File: src/rtl/div_unit.sv
// div_unit: iterative restoring divider for DIV/DIVU, quotient to lo_o and remainder to hi_o.
// `DIV_ZERO_FAST_EN: a zero divisor goes straight from IDLE to DONE instead of running 32 CALC steps.
module div_unit (
  input  logic        clk,
  input  logic        rst,
  input  logic        start_i,
  input  logic        signed_i,
  input  logic [31:0] a_i,
  input  logic [31:0] b_i,
  input  logic        annul_i,
  output logic        stall_o,
  output logic        busy_o,
  output logic        ready_o,
  output logic [31:0] hi_o,
  output logic [31:0] lo_o
);

  typedef enum logic [1:0] {IDLE, CALC, DONE} state_t;

  state_t      state_q, state_d;
  logic [31:0] divisor_q, divisor_d;
  logic [31:0] quot_q, quot_d;
  logic [32:0] rem_q, rem_d;
  logic [5:0]  cnt_q, cnt_d;
  logic        neg_quot_q, neg_quot_d;
  logic        neg_rem_q, neg_rem_d;
  logic [31:0] hi_q, hi_d;
  logic [31:0] lo_q, lo_d;
  logic        ready_q, ready_d;

  logic        a_neg, b_neg;
  logic [31:0] a_mag, b_mag;
  logic [32:0] shifted, trial, rem_step;
  logic        fits;
  logic [31:0] quot_step, lo_fin, hi_fin;

  // Operand magnitudes; for DIVU the raw bits are already the magnitude.
  always_comb begin
    a_neg = signed_i & a_i[31];
    b_neg = signed_i & b_i[31];
    a_mag = a_neg ? (32'd0 - a_i) : a_i;
    b_mag = b_neg ? (32'd0 - b_i) : b_i;
  end

  // One restoring step: bring in the next dividend bit, subtract if the divisor fits.
  always_comb begin
    shifted   = (rem_q << 1) | {32'd0, quot_q[31]};
    trial     = shifted - {1'b0, divisor_q};
    fits      = (shifted >= {1'b0, divisor_q});
    rem_step  = fits ? trial : shifted;
    quot_step = {quot_q[30:0], fits};
    lo_fin    = neg_quot_q ? (32'd0 - quot_step) : quot_step;
    hi_fin    = neg_rem_q ? (32'd0 - rem_step[31:0]) : rem_step[31:0];
  end

  always_comb begin
    state_d    = state_q;
    divisor_d  = divisor_q;
    quot_d     = quot_q;
    rem_d      = rem_q;
    cnt_d      = cnt_q;
    neg_quot_d = neg_quot_q;
    neg_rem_d  = neg_rem_q;
    hi_d       = hi_q;
    lo_d       = lo_q;
    ready_d    = 1'b0;
    stall_o    = 1'b0;

    case (state_q)
      IDLE: begin
        if (start_i && !annul_i) begin
          stall_o    = 1'b1;
          divisor_d  = b_mag;
          quot_d     = a_mag;
          rem_d      = '0;
          cnt_d      = '0;
          neg_quot_d = a_neg ^ b_neg;
          neg_rem_d  = a_neg;
`ifdef DIV_ZERO_FAST_EN
          if (b_i == 32'd0) begin
            // Same values the full-length path would produce for a zero divisor.
            state_d = DONE;
            ready_d = 1'b1;
            lo_d    = a_neg ? 32'd1 : 32'hFFFF_FFFF;
            hi_d    = a_i;
          end else begin
            state_d = CALC;
          end
`else
          state_d = CALC;
`endif
        end
      end

      CALC: begin
        stall_o = 1'b1;
        if (annul_i) begin
          state_d = IDLE;
        end else begin
          rem_d  = rem_step;
          quot_d = quot_step;
          cnt_d  = cnt_q + 6'd1;
          // Results are written on the last step so they are valid while ready_o is high.
          if (cnt_q == 6'd31) begin
            state_d = DONE;
            ready_d = 1'b1;
            hi_d    = hi_fin;
            lo_d    = lo_fin;
          end
        end
      end

      DONE: begin
        state_d = IDLE;
      end

      default: begin
        state_d = IDLE;
      end
    endcase
  end

  always_ff @(posedge clk or posedge rst) begin
    if (rst) begin
      state_q    <= IDLE;
      divisor_q  <= '0;
      quot_q     <= '0;
      rem_q      <= '0;
      cnt_q      <= '0;
      neg_quot_q <= 1'b0;
      neg_rem_q  <= 1'b0;
      hi_q       <= '0;
      lo_q       <= '0;
      ready_q    <= 1'b0;
    end else begin
      state_q    <= state_d;
      divisor_q  <= divisor_d;
      quot_q     <= quot_d;
      rem_q      <= rem_d;
      cnt_q      <= cnt_d;
      neg_quot_q <= neg_quot_d;
      neg_rem_q  <= neg_rem_d;
      hi_q       <= hi_d;
      lo_q       <= lo_d;
      ready_q    <= ready_d;
    end
  end

  assign busy_o  = (state_q == CALC);
  assign ready_o = ready_q;
  assign hi_o    = hi_q;
  assign lo_o    = lo_q;

endmodule

File: config.mk
export PLATFORM = sky130hd
export DESIGN_NAME = div_unit
export DESIGN_NICKNAME = d
export VERILOG_FILES = /design/src/rtl/div_unit.sv
export SDC_FILE = /design/constraint.sdc
export NUM_CORES = 1
export LEC_CHECK = 0
export ABC_AREA = 1
export BUFFER_PORTS_ARGS = -buffer_cell sky130_fd_sc_hd__buf_2
export CORE_MARGIN = 2
export CORE_UTILIZATION = 60
export CTS_CLUSTER_DIAMETER = 40
export CTS_CLUSTER_SIZE = 30
export DETAILED_ROUTE_END_ITERATION = 16
export PLACE_DENSITY = 0.81
export SYNTH_ARGS = -nofsm -noshare
export SYNTH_HDL_FRONTEND = slang
export SYNTH_SLANG_ARGS = --single-unit
File: constraint.sdc
create_clock -name clk -period 8.1 [get_ports clk]
set_input_delay 0.405 -clock clk [delete_from_list [all_inputs] [get_ports clk]]
set_output_delay 0.405 -clock clk [all_outputs]
set_load 0.02 [all_outputs]
## Word level (Yosys, flattened, before mapping)

Cells that the tools add are included.

| cells by class | value |
|---|---|
| shifts and indexed selects | 0 |
| mux-type cells | 23 |
| div/mod/pow operators | 0 |
| multipliers | 0 |
| reductions and logical operators | 8 |
| magnitude comparators | 1 |
| equal/unequal tests | 5 |
| $add $sub $neg | 6 |
| bitwise gates (word level) | 5 |

Operator list:

| operator | number |
|---|---|
| $mux W32 | 9 |
| $pmux W32 S2 | 2 |
| $sub A1 B32 Y32 const A | 4 |
| $ge A33 B32 Y1 | 1 |
| $or A33 B1 Y33 | 1 |
| $sub A32 B32 Y32 | 1 |
| $mux W6 | 2 |
| $pmux W6 S2 | 1 |
| $add A6 B1 Y6 const B | 1 |
| $eq A6 B5 Y1 const B | 1 |
| $mux W2 | 3 |
| $reduce_and A3 Y1 | 2 |
| $mux W1 | 4 |
| $ne A2 B2 Y1 const B | 2 |
| $pmux W2 S2 | 1 |
| $reduce_and A2 Y1 | 2 |
| $ne A3 B2 Y1 const B | 1 |
| $and A1 B1 Y1 | 2 |
| $eq A2 B1 Y1 const B | 1 |
| $logic_not A2 Y1 | 1 |
| $pmux W1 S2 | 1 |
| $reduce_bool A2 Y1 | 1 |
| $logic_and A1 B1 Y1 | 1 |
| $logic_not A1 Y1 | 1 |
| 2 further kinds | 2 |

| storage, ports and cells | value |
|---|---|
| register bits after elaboration | 171 |
| memory bits (writable) | 0 |
| memory bits (read-only) | 0 |
| output and inout port bits | 67 |
| memories | 0 |
| latch bits | 0 |

## Longest topological paths before layout

Gate-level depths: netlist of run 1.

| depth | value |
|---|---|
| depth after elaboration | 5 |
| mapped depth | 29 |

## Worst setup path after synthesis of run 1

No wires, ideal clock.

| timing path | value |
|---|---|
| kind | register -> register |
| from | register rem_q[19] |
| to | register lo_q[30] (netlist: lo_o[30]) |
| cell stages (with the launch flop) | 28 |
| slack | 4.643 ns |
| clock period less this slack | 3.457 ns |
| buffers on the path | 1 |
| arrival | 3.340 ns |
| data required time | 7.983 ns |
| cells stage by stage | dfrtp_1 > ha_1 > nand2_2 > inv_2 > nand2_1 > nand2_1 > nand2_1 > nand2_1 > nand2_1 > nand3_2 > nor2_8 > nand2_8 > buf_6 > inv_1 > ha_1 > nand4_1 > nor3_1 > nand2_1 > nor3_1 > nand3_1 > nor2_1 > nand3_1 > nor2_1 > nand2_1 > o21ai_2 > nand3b_1 > nand3_1 > nand2_1 |

| on the way | value |
|---|---|
| longest elaborated chain between the ends | 4 |

RTL lines:

| what | line | text |
|---|---|---|
| start: declaration | 23 | `logic [32:0] rem_q, rem_d;` |
| start signal: assignment | 139 | `rem_q <= rem_d;` |
| $or A33 B1 Y33 | 47 | `shifted = (rem_q << 1) \| {32'd0, quot_q[31]};` |
| $ge A33 B32 Y1 | 49 | `fits = (shifted >= {1'b0, divisor_q});` |
| $sub A1 B32 Y32 | 52 | `lo_fin = neg_quot_q ? (32'd0 - quot_step) : quot_step;` |
| $mux W32 | 52 |  |
| end signal: assignment | 144 | `lo_q <= lo_d;` |
| end: declaration | 28 | `logic [31:0] lo_q, lo_d;` |

Every way passes these cells.
A chain may end at the register's enable or synchronous reset.

## Worst setup path after layout of run 1

| timing path | value |
|---|---|
| from | register divisor_q[24] |
| to | register lo_q[28] (netlist: lo_o[28]) |

| on the way | value |
|---|---|
| longest elaborated chain between the ends | 3 |

RTL lines:

| what | line | text |
|---|---|---|
| start: declaration | 21 | `logic [31:0] divisor_q, divisor_d;` |
| start signal: assignment | 137 | `divisor_q <= divisor_d;` |
| $ge A33 B32 Y1 | 49 |  |
| $sub A1 B32 Y32 | 52 |  |
| $mux W32 | 52 |  |

Every way passes these cells.

==> reports/qor.yml, run 1 <==
worst_setup_path:
  crit_family: "simple AND/OR/NAND/NOR gates"
  path_buf_inv: 4
  r2r_slack_ns: 3.60
  critPathCaptureType: "register"
  timing.rr.start: "divisor_q[24]"
  critPathMaxFanout: 37
  cp_slowest_cell: "nor2_8"
  cp.arrival_ns: 4.89
  crit_required_ns: 8.49
  crit_path_start_kind: "register"
  critPathKind: "reg2reg"
  r2r-end: "lo_o[28]"
  ff2ff_path_depth: 28
  cpPeakStageDelay_ns: 0.43
  path_common_cell: "nand2_1"
global_routing:
  grt_usage_pct: 34.7
  busiest_layer: "met1"
  grt_max_degree: 84
  grt_overflow_total: 0
  use_met3_pct: 8.09
  grt_pass1_wl_um: 60900
  antenna_found_initial: 0
  grt_pass1_vias: 11400
  use_met2_pct: 48.9
  grtUsageMet1_pct: 53.6
yosys:
  synth_most_common_cell: "nand2_1"
  synth_edf_count: 0
  avgSynthCellArea_um2: 6.57
  synth_fp_nets: 2071
  yosys.area.top_type_share_pct: 33.2
  seq_area_frac_synth_pct: 33.2
  synth_top_area_cell: "dfrtp_1"
  ys_ff_latch: 171
  ys.flop_type: "dfrtp_1"
  yosysWarnings: 0
  synthTopCellsByCount: "nand2_1 (616), inv_1 (265), nor2_1 (174)"
  synthCells: 1964
  synthTopCellsByArea: "dfrtp_1 (33%), nand2_1 (18%), inv_1 (7.7%), o21ai_0 (6.1%), nand3_1 (5.5%)"
  syn_area_um2: 12900
  synth.distinct_cells: 49
  async_flop_share_pct: 100
sta:
  finalCritPeriodShare_pct: 55.5
  min_period_ns: 4.50
  hold_viol_final: 0
  slew_headroom_pct: 23.0
  fmax_mhz: 222
  setup_viol: 0
  finalMaxSlewViolations: 0
  worstMarginPinSlew_ns: 1.15
  rsz0062_at_grt: "no"
  fin_tns_setup_ns: 0
  fin_worst_skew_ns: 0.0127
detailed_routing:
  vias: 13200
  first_pass_iters: 8
  ant_nets: 0
  drc: 0
  avgViaCountPerCell: 5.58
  postRouteWirelength_um: 38900
  drt_iter0_markers: 1599
  wl_per_cell_um: 16.5
cells_and_area:
  stdcell_count: 2356
  stdcell_area_um2: 14300
  layout-drive-gt1-share_pct: 12.2
  syn_to_final_growth_pct: 11.2
  fin_nets: 2175
  diodes: 0
  utilization_pct: 68.0
cts:
  clock_path_buffers: 2
  cts_root_buf: "clkbuf_16"
  cts_sinks: 171
  path_clk_slew_ns: 0.08
  ctsResizeCount: 0
  post_cts_buffers: 0
  cts_tree: "yes"
  cts_made_buffers: 17
  clock_latency_ns: 0.45
  hold_buffers: 0
  h-tree-depth: 4
place:
  io_buffers: 135
  gp_congestion: 0.960
  dpl.cell_count: 2324
  placed_area_um2: 13700
  hpwl_um: 29800
flow_run:
  drv_cap: 0
power_and_ir_drop:
  p_leak_nw: 7.73
  powerDensity_nw_per_um2: 353
  sw_frac_of_total_pct: 54.2
  net-switching-power_mw: 2.75
  clkPwrFrac_pct: 16.5
  p_seq_share_pct: 23.5
  vdd_drop_max_mv: 0.194
  combPwrFrac_pct: 60.0
  p_int_mw: 2.32
die:
  die-area_um2: 22700
  initial_core_util_pct: 61.2
  die_y_um: 151
  rows: 53
  ios: 136
  die_x_um: 151
  core_um2: 21100
status:
  status: "complete, no violations"
hold_path:
  hold_path_class: "in2async"
## metrics by stage
| step | hold WS (ns) | setup slack, ns | power, mW |
|---|---|---|---|
| 5_1_grt | 0.156 | 3.11 | 5.47 |
| 6_report | 0.100 | 3.60 | 5.07 |
| 3_5_place_dp | 0.461 | 3.78 | 4.14 |
| 3_3_place_gp | 0.458 | 3.81 | 4.09 |
| 2_1_floorplan | 0.453 | 3.06 | 3.38 |
| 4_1_cts | 0.130 | 3.66 | 4.99 |
## metal layers
metal / vias up / wire, um / part of all wire (%)
li1: 6466 / - / -
met1: 5960 / 17700 / 45
met2: 679 / 16000 / 41
met3: 53 / 4570 / 12
met4: 0 / 664 / 1.7
met5: - / 0 / 0
## state kept, by name (all words and copies together), names as in the netlist, 2 cells and up
signal     count
hi_o          32
state_q        2
rem_q         32
lo_o          32
divisor_q     32
cnt_q          6
quot_q        32
## placed cells by master, fill, tap and decap left out, drive strengths merged, types with 2 or more instances in the layout
cell and n:
a22oi 17, nand4 20, nor2 189, o22ai 4, clkinvlp 2, nor4 4
nand3 148, nor3 31, o31ai 7, nor3b 2, and2 8, xnor2 9
inv 278, o211ai 8, buf 144, dfrtp 171, o21ai 164, o221ai 3
ha 37, o21bai 4, or2 9, clkbuf 17, xor2 69, nand3b 13
a21oi 52, a22o 2, a31oi 8, nand2 647, clkinv 9
## kinds of logic after synthesis
logic type | synth area share (%)
buffers and inverters | 10.0
xor gates and xnor gates | 5.30
DFF | 33.2
adders and majority gates | 3.74
AOI/OAI and AO/OA | 11.7
and+or+nand+nor | 36.1
## how the worst max path moves through the flow
stage / from / endpoint / slack, ns / depth (start not counted)
finish: divisor_q[24] / lo_o[28] / 3.60 / 28
CTS: divisor_q[24] / lo_o[30] / 3.66 / 27
floorplan: rst / cnt_q[0] / 3.06 / 1
global placement: divisor_q[24] / lo_o[30] / 3.81 / 27
detailed placement: divisor_q[24] / lo_o[28] / 3.78 / 27
global route: divisor_q[24] / lo_o[28] / 3.11 / 28
## power groups by stage
stage / sequential, mW / clock, mW / combinational [mW]
final: 1.19 / 0.835 / 3.04
after global routing: 1.21 / 0.878 / 3.39
after global placement: 1.18 / 0 / 2.91
after CTS: 1.18 / 0.841 / 2.97
after floorplan: 1.13 / 0 / 2.25
after detailed placement: 1.19 / 0 / 2.95
## worst reg2reg max path: cells and delay by family (launching register included)
kind            cells  cell delay [ns]
simple gates       21             2.89
fa+ha+maj           2             0.58
flops               1             0.39
buf+inv             4             0.33
compound gates      1             0.24
## area by class of cell
type / instances / area (um^2)
Tap cell: 275 / 344
Multi-Input combinational cell: 1460 / 7340
Inverter: 274 / 1030
Fill cell: 1920 / 6740
Sequential cell: 171 / 4280
Timing Repair Buffer: 144 / 743
Clock inverter: 15 / 174
Clock buffer: 17 / 425
Power figures use the tool's default switching activity.
==> run 2: changes to the inputs <==
Clock period 8.1 ns to 4.45 ns, I/O delays scaled along.
==> run 2 against run 1 <==
Net effect:
- final area rose by 0.85%
- fmax rose by 11%
- first-iteration DRC count fell by 14%
- hold slack got worse by 0.034 ns
- count of clock-buffer cells in the layout did not move
- highest routed layer unchanged
==> reports/qor.yml, run 2 (synthesized netlist as in run 1, its figures left out) <==
sta:
  hold_viol_final: 0  # unchanged
  fin_tns_setup_ns: 0  # unchanged
  finalCritPeriodShare_pct: 91.2  # was 55.5%
  finalMaxSlewViolations: 0  # unchanged
  fin_worst_skew_ns: 0.0108  # was 0.0127 ns
  slew_headroom_pct: 37.6  # was 23.0%
  rsz0062_at_grt: "no"  # unchanged
  worstMarginPinSlew_ns: 0.933  # was 1.15 ns
  setup_viol: 0  # unchanged
  min_period_ns: 4.06  # was 4.50 ns
  fmax_mhz: 247  # was 222 MHz
cts:
  ctsResizeCount: 0  # unchanged
  cts_made_buffers: 17  # unchanged
  post_cts_buffers: 0  # unchanged
  h-tree-depth: 4  # unchanged
  cts_sinks: 171  # unchanged
  cts_root_buf: "clkbuf_16"  # unchanged
  hold_buffers: 1  # was 0
  cts_tree: "yes"  # unchanged
  path_clk_slew_ns: 0.08  # about the same
  clock_path_buffers: 2  # unchanged
  clock_latency_ns: 0.44  # was 0.45 ns
worst_setup_path:
  crit_path_start_kind: "register"  # unchanged
  r2r-end: "lo_o[30]"  # was lo_o[28]
  critPathCaptureType: "register"  # unchanged
  timing.rr.start: "rem_q[18]"  # was divisor_q[24]
  crit_family: "simple AND/OR/NAND/NOR gates"  # unchanged
  cp_slowest_cell: "dfrtp_1"  # was nor2_8
  critPathMaxFanout: 24  # was 37
  r2r_slack_ns: 0.39  # was 3.60 ns
  critPathKind: "reg2reg"  # unchanged
  cp.arrival_ns: 4.38  # was 4.89 ns
  crit_required_ns: 4.78  # was 8.49 ns
  path_buf_inv: 2  # was 4
  path_common_cell: "nand2_1"  # unchanged
  ff2ff_path_depth: 26  # was 28
  cpPeakStageDelay_ns: 0.45  # was 0.43 ns
  crit_path_start: "rem_q[18]"  # was divisor_q[24]
global_routing:
  grt_overflow_total: 0  # unchanged
  grt_max_degree: 92  # was 84
  antenna_found_initial: 0  # unchanged
  grt_pass1_wl_um: 62500  # was 60900 um
  grt_pass1_vias: 12000  # was 11400
  grt_usage_pct: 35.6  # was 34.7%
die:
  ios: 136  # unchanged
  die-area_um2: 22700  # unchanged
  initial_core_util_pct: 61.2  # unchanged
  rows: 53  # unchanged
  core_um2: 21100  # unchanged
  die_y_um: 151  # unchanged
  die_x_um: 151  # unchanged
cells_and_area:
  layout-drive-gt1-share_pct: 12.4  # was 12.2%
  syn_to_final_growth_pct: 12.1  # was 11.2%
  fin_nets: 2181  # was 2175
  diodes: 0  # unchanged
  mostFrequentLayoutCell: "nand2_1"  # unchanged
  layout_common_cells: "nand2_1 (616), inv_1 (264), nor2_1 (172)"  # unchanged
power_and_ir_drop:
  p_total_mw: 9.45  # was 5.07 mW
  powerDensity_nw_per_um2: 653  # was 353 nW/um^2
  p_leak_nw: 7.80  # was 7.73 nW
  vdd_drop_max_mv: 0.304  # was 0.194 mV
place:
  hpwl_um: 30800  # was 29800 um
  io_buffers: 135  # unchanged
  gp_congestion: 1.03  # was 0.960
detailed_routing:
  first_pass_iters: 5  # was 8
  postRouteWirelength_um: 39600  # was 38900 um
  avgViaCountPerCell: 5.54  # was 5.58
  wl_per_cell_um: 16.8  # was 16.5 um
  drt_iter0_markers: 1376  # was 1599
  ant_nets: 0  # unchanged
  vias: 13100  # was 13200
  drc: 0  # unchanged
flow_run:
  drv_cap: 0  # unchanged
status:
  status: "complete, no violations"  # unchanged
hold_path:
  hold_path_class: "in2reg"  # was in2async
  hp-start: "a_i[31]"
  hold_path_end: "quot_q[31]"
  min_delay_path_depth: 3
[run 2: cell types whose count changed in the layout (fill, tap and decap cells not counted)]
cell	previous run	this run
bufinv_16	0	2
clkinvlp_4	2	1
buf_4	9	12
dlygate4sd3_1	0	1
inv_8	3	5
inv_6	4	1
buf_12	0	2
[run 2: worst max-delay path by stage]
stage	depth (start not counted)	endpoint	slack, ns
floorplan	27	lo_o[30]	0.99
CTS	26	lo_o[30]	0.45
detailed placement	26	lo_o[30]	0.48
finish	26	lo_o[30]	0.39
global route	28	lo_o[28]	0.01
global placement	27	lo_o[30]	0.63
[run 2: cell type report]
class / instances / area [um^2]
multi-input cells: 1460 / 7340
fillers: 1910 / 6620
flip-flops and latches: 171 / 4280
inverters: 274 / 1030
repair buffers: 150 / 816
clock buffers: 17 / 425
well taps: 275 / 344
clock inverters: 15 / 224
[run 2: where the power goes]
part / leakage, nW / internal, mW / switching (mW)
clock: 0.316 / 0.877 / 0.767
sequential: 2.17 / 1.82 / 0.334
combinational: 5.31 / 1.67 / 3.98
[run 2: worst reg2reg max path, cell delays in order (launching register included)]
cell      delay [ns]
dfrtp_1         0.45
ha_1            0.43
nand2_2         0.16
inv_2           0.04
nand2_1         0.05
nand2_1         0.06
nand2_1         0.06
nand2_1         0.07
nand2_1         0.08
nand3_2         0.13
nor2_8          0.15
nand2_8         0.13
inv_1           0.15
ha_1            0.21
nand4_1         0.12
nor3_1          0.21
nand2_1         0.11
nor3_1          0.18
nand3_1         0.13
nor2_1          0.19
nand3_1         0.15
nor2_1          0.11
nand2_1         0.08
o21ai_2         0.24
nand3b_1        0.12
nand3_1         0.10
nand2_1         0.06
[run 2: through the flow]
step | worst slack, ns | hold slack [ns] | cells | area (um^2) | util (%)
5_1_grt | 0.0114 | 0.0883 | 2362 | 14500 | 68.6
3_3_place_gp | 0.635 | 0.455 | 2329 | 13800 | 65.5
6_report | 0.394 | 0.0658 | 2362 | 14500 | 68.6
4_1_cts | 0.455 | 0.0621 | 2362 | 14500 | 68.6
2_1_floorplan | 0.993 | 0.377 | 1964 | 12900 | -
3_5_place_dp | 0.480 | 0.456 | 2329 | 13800 | 65.5
[run 2: metal layers]
metal | vias up | wire (um) | track usage, %
met5 | - | 0 | 0
li1 | 6463 | - | -
met2 | 573 | 16500 | 51.9
met3 | 60 | 3960 | 8.79
met4 | 0 | 870 | 9.30
met1 | 6000 | 18300 | 52.7
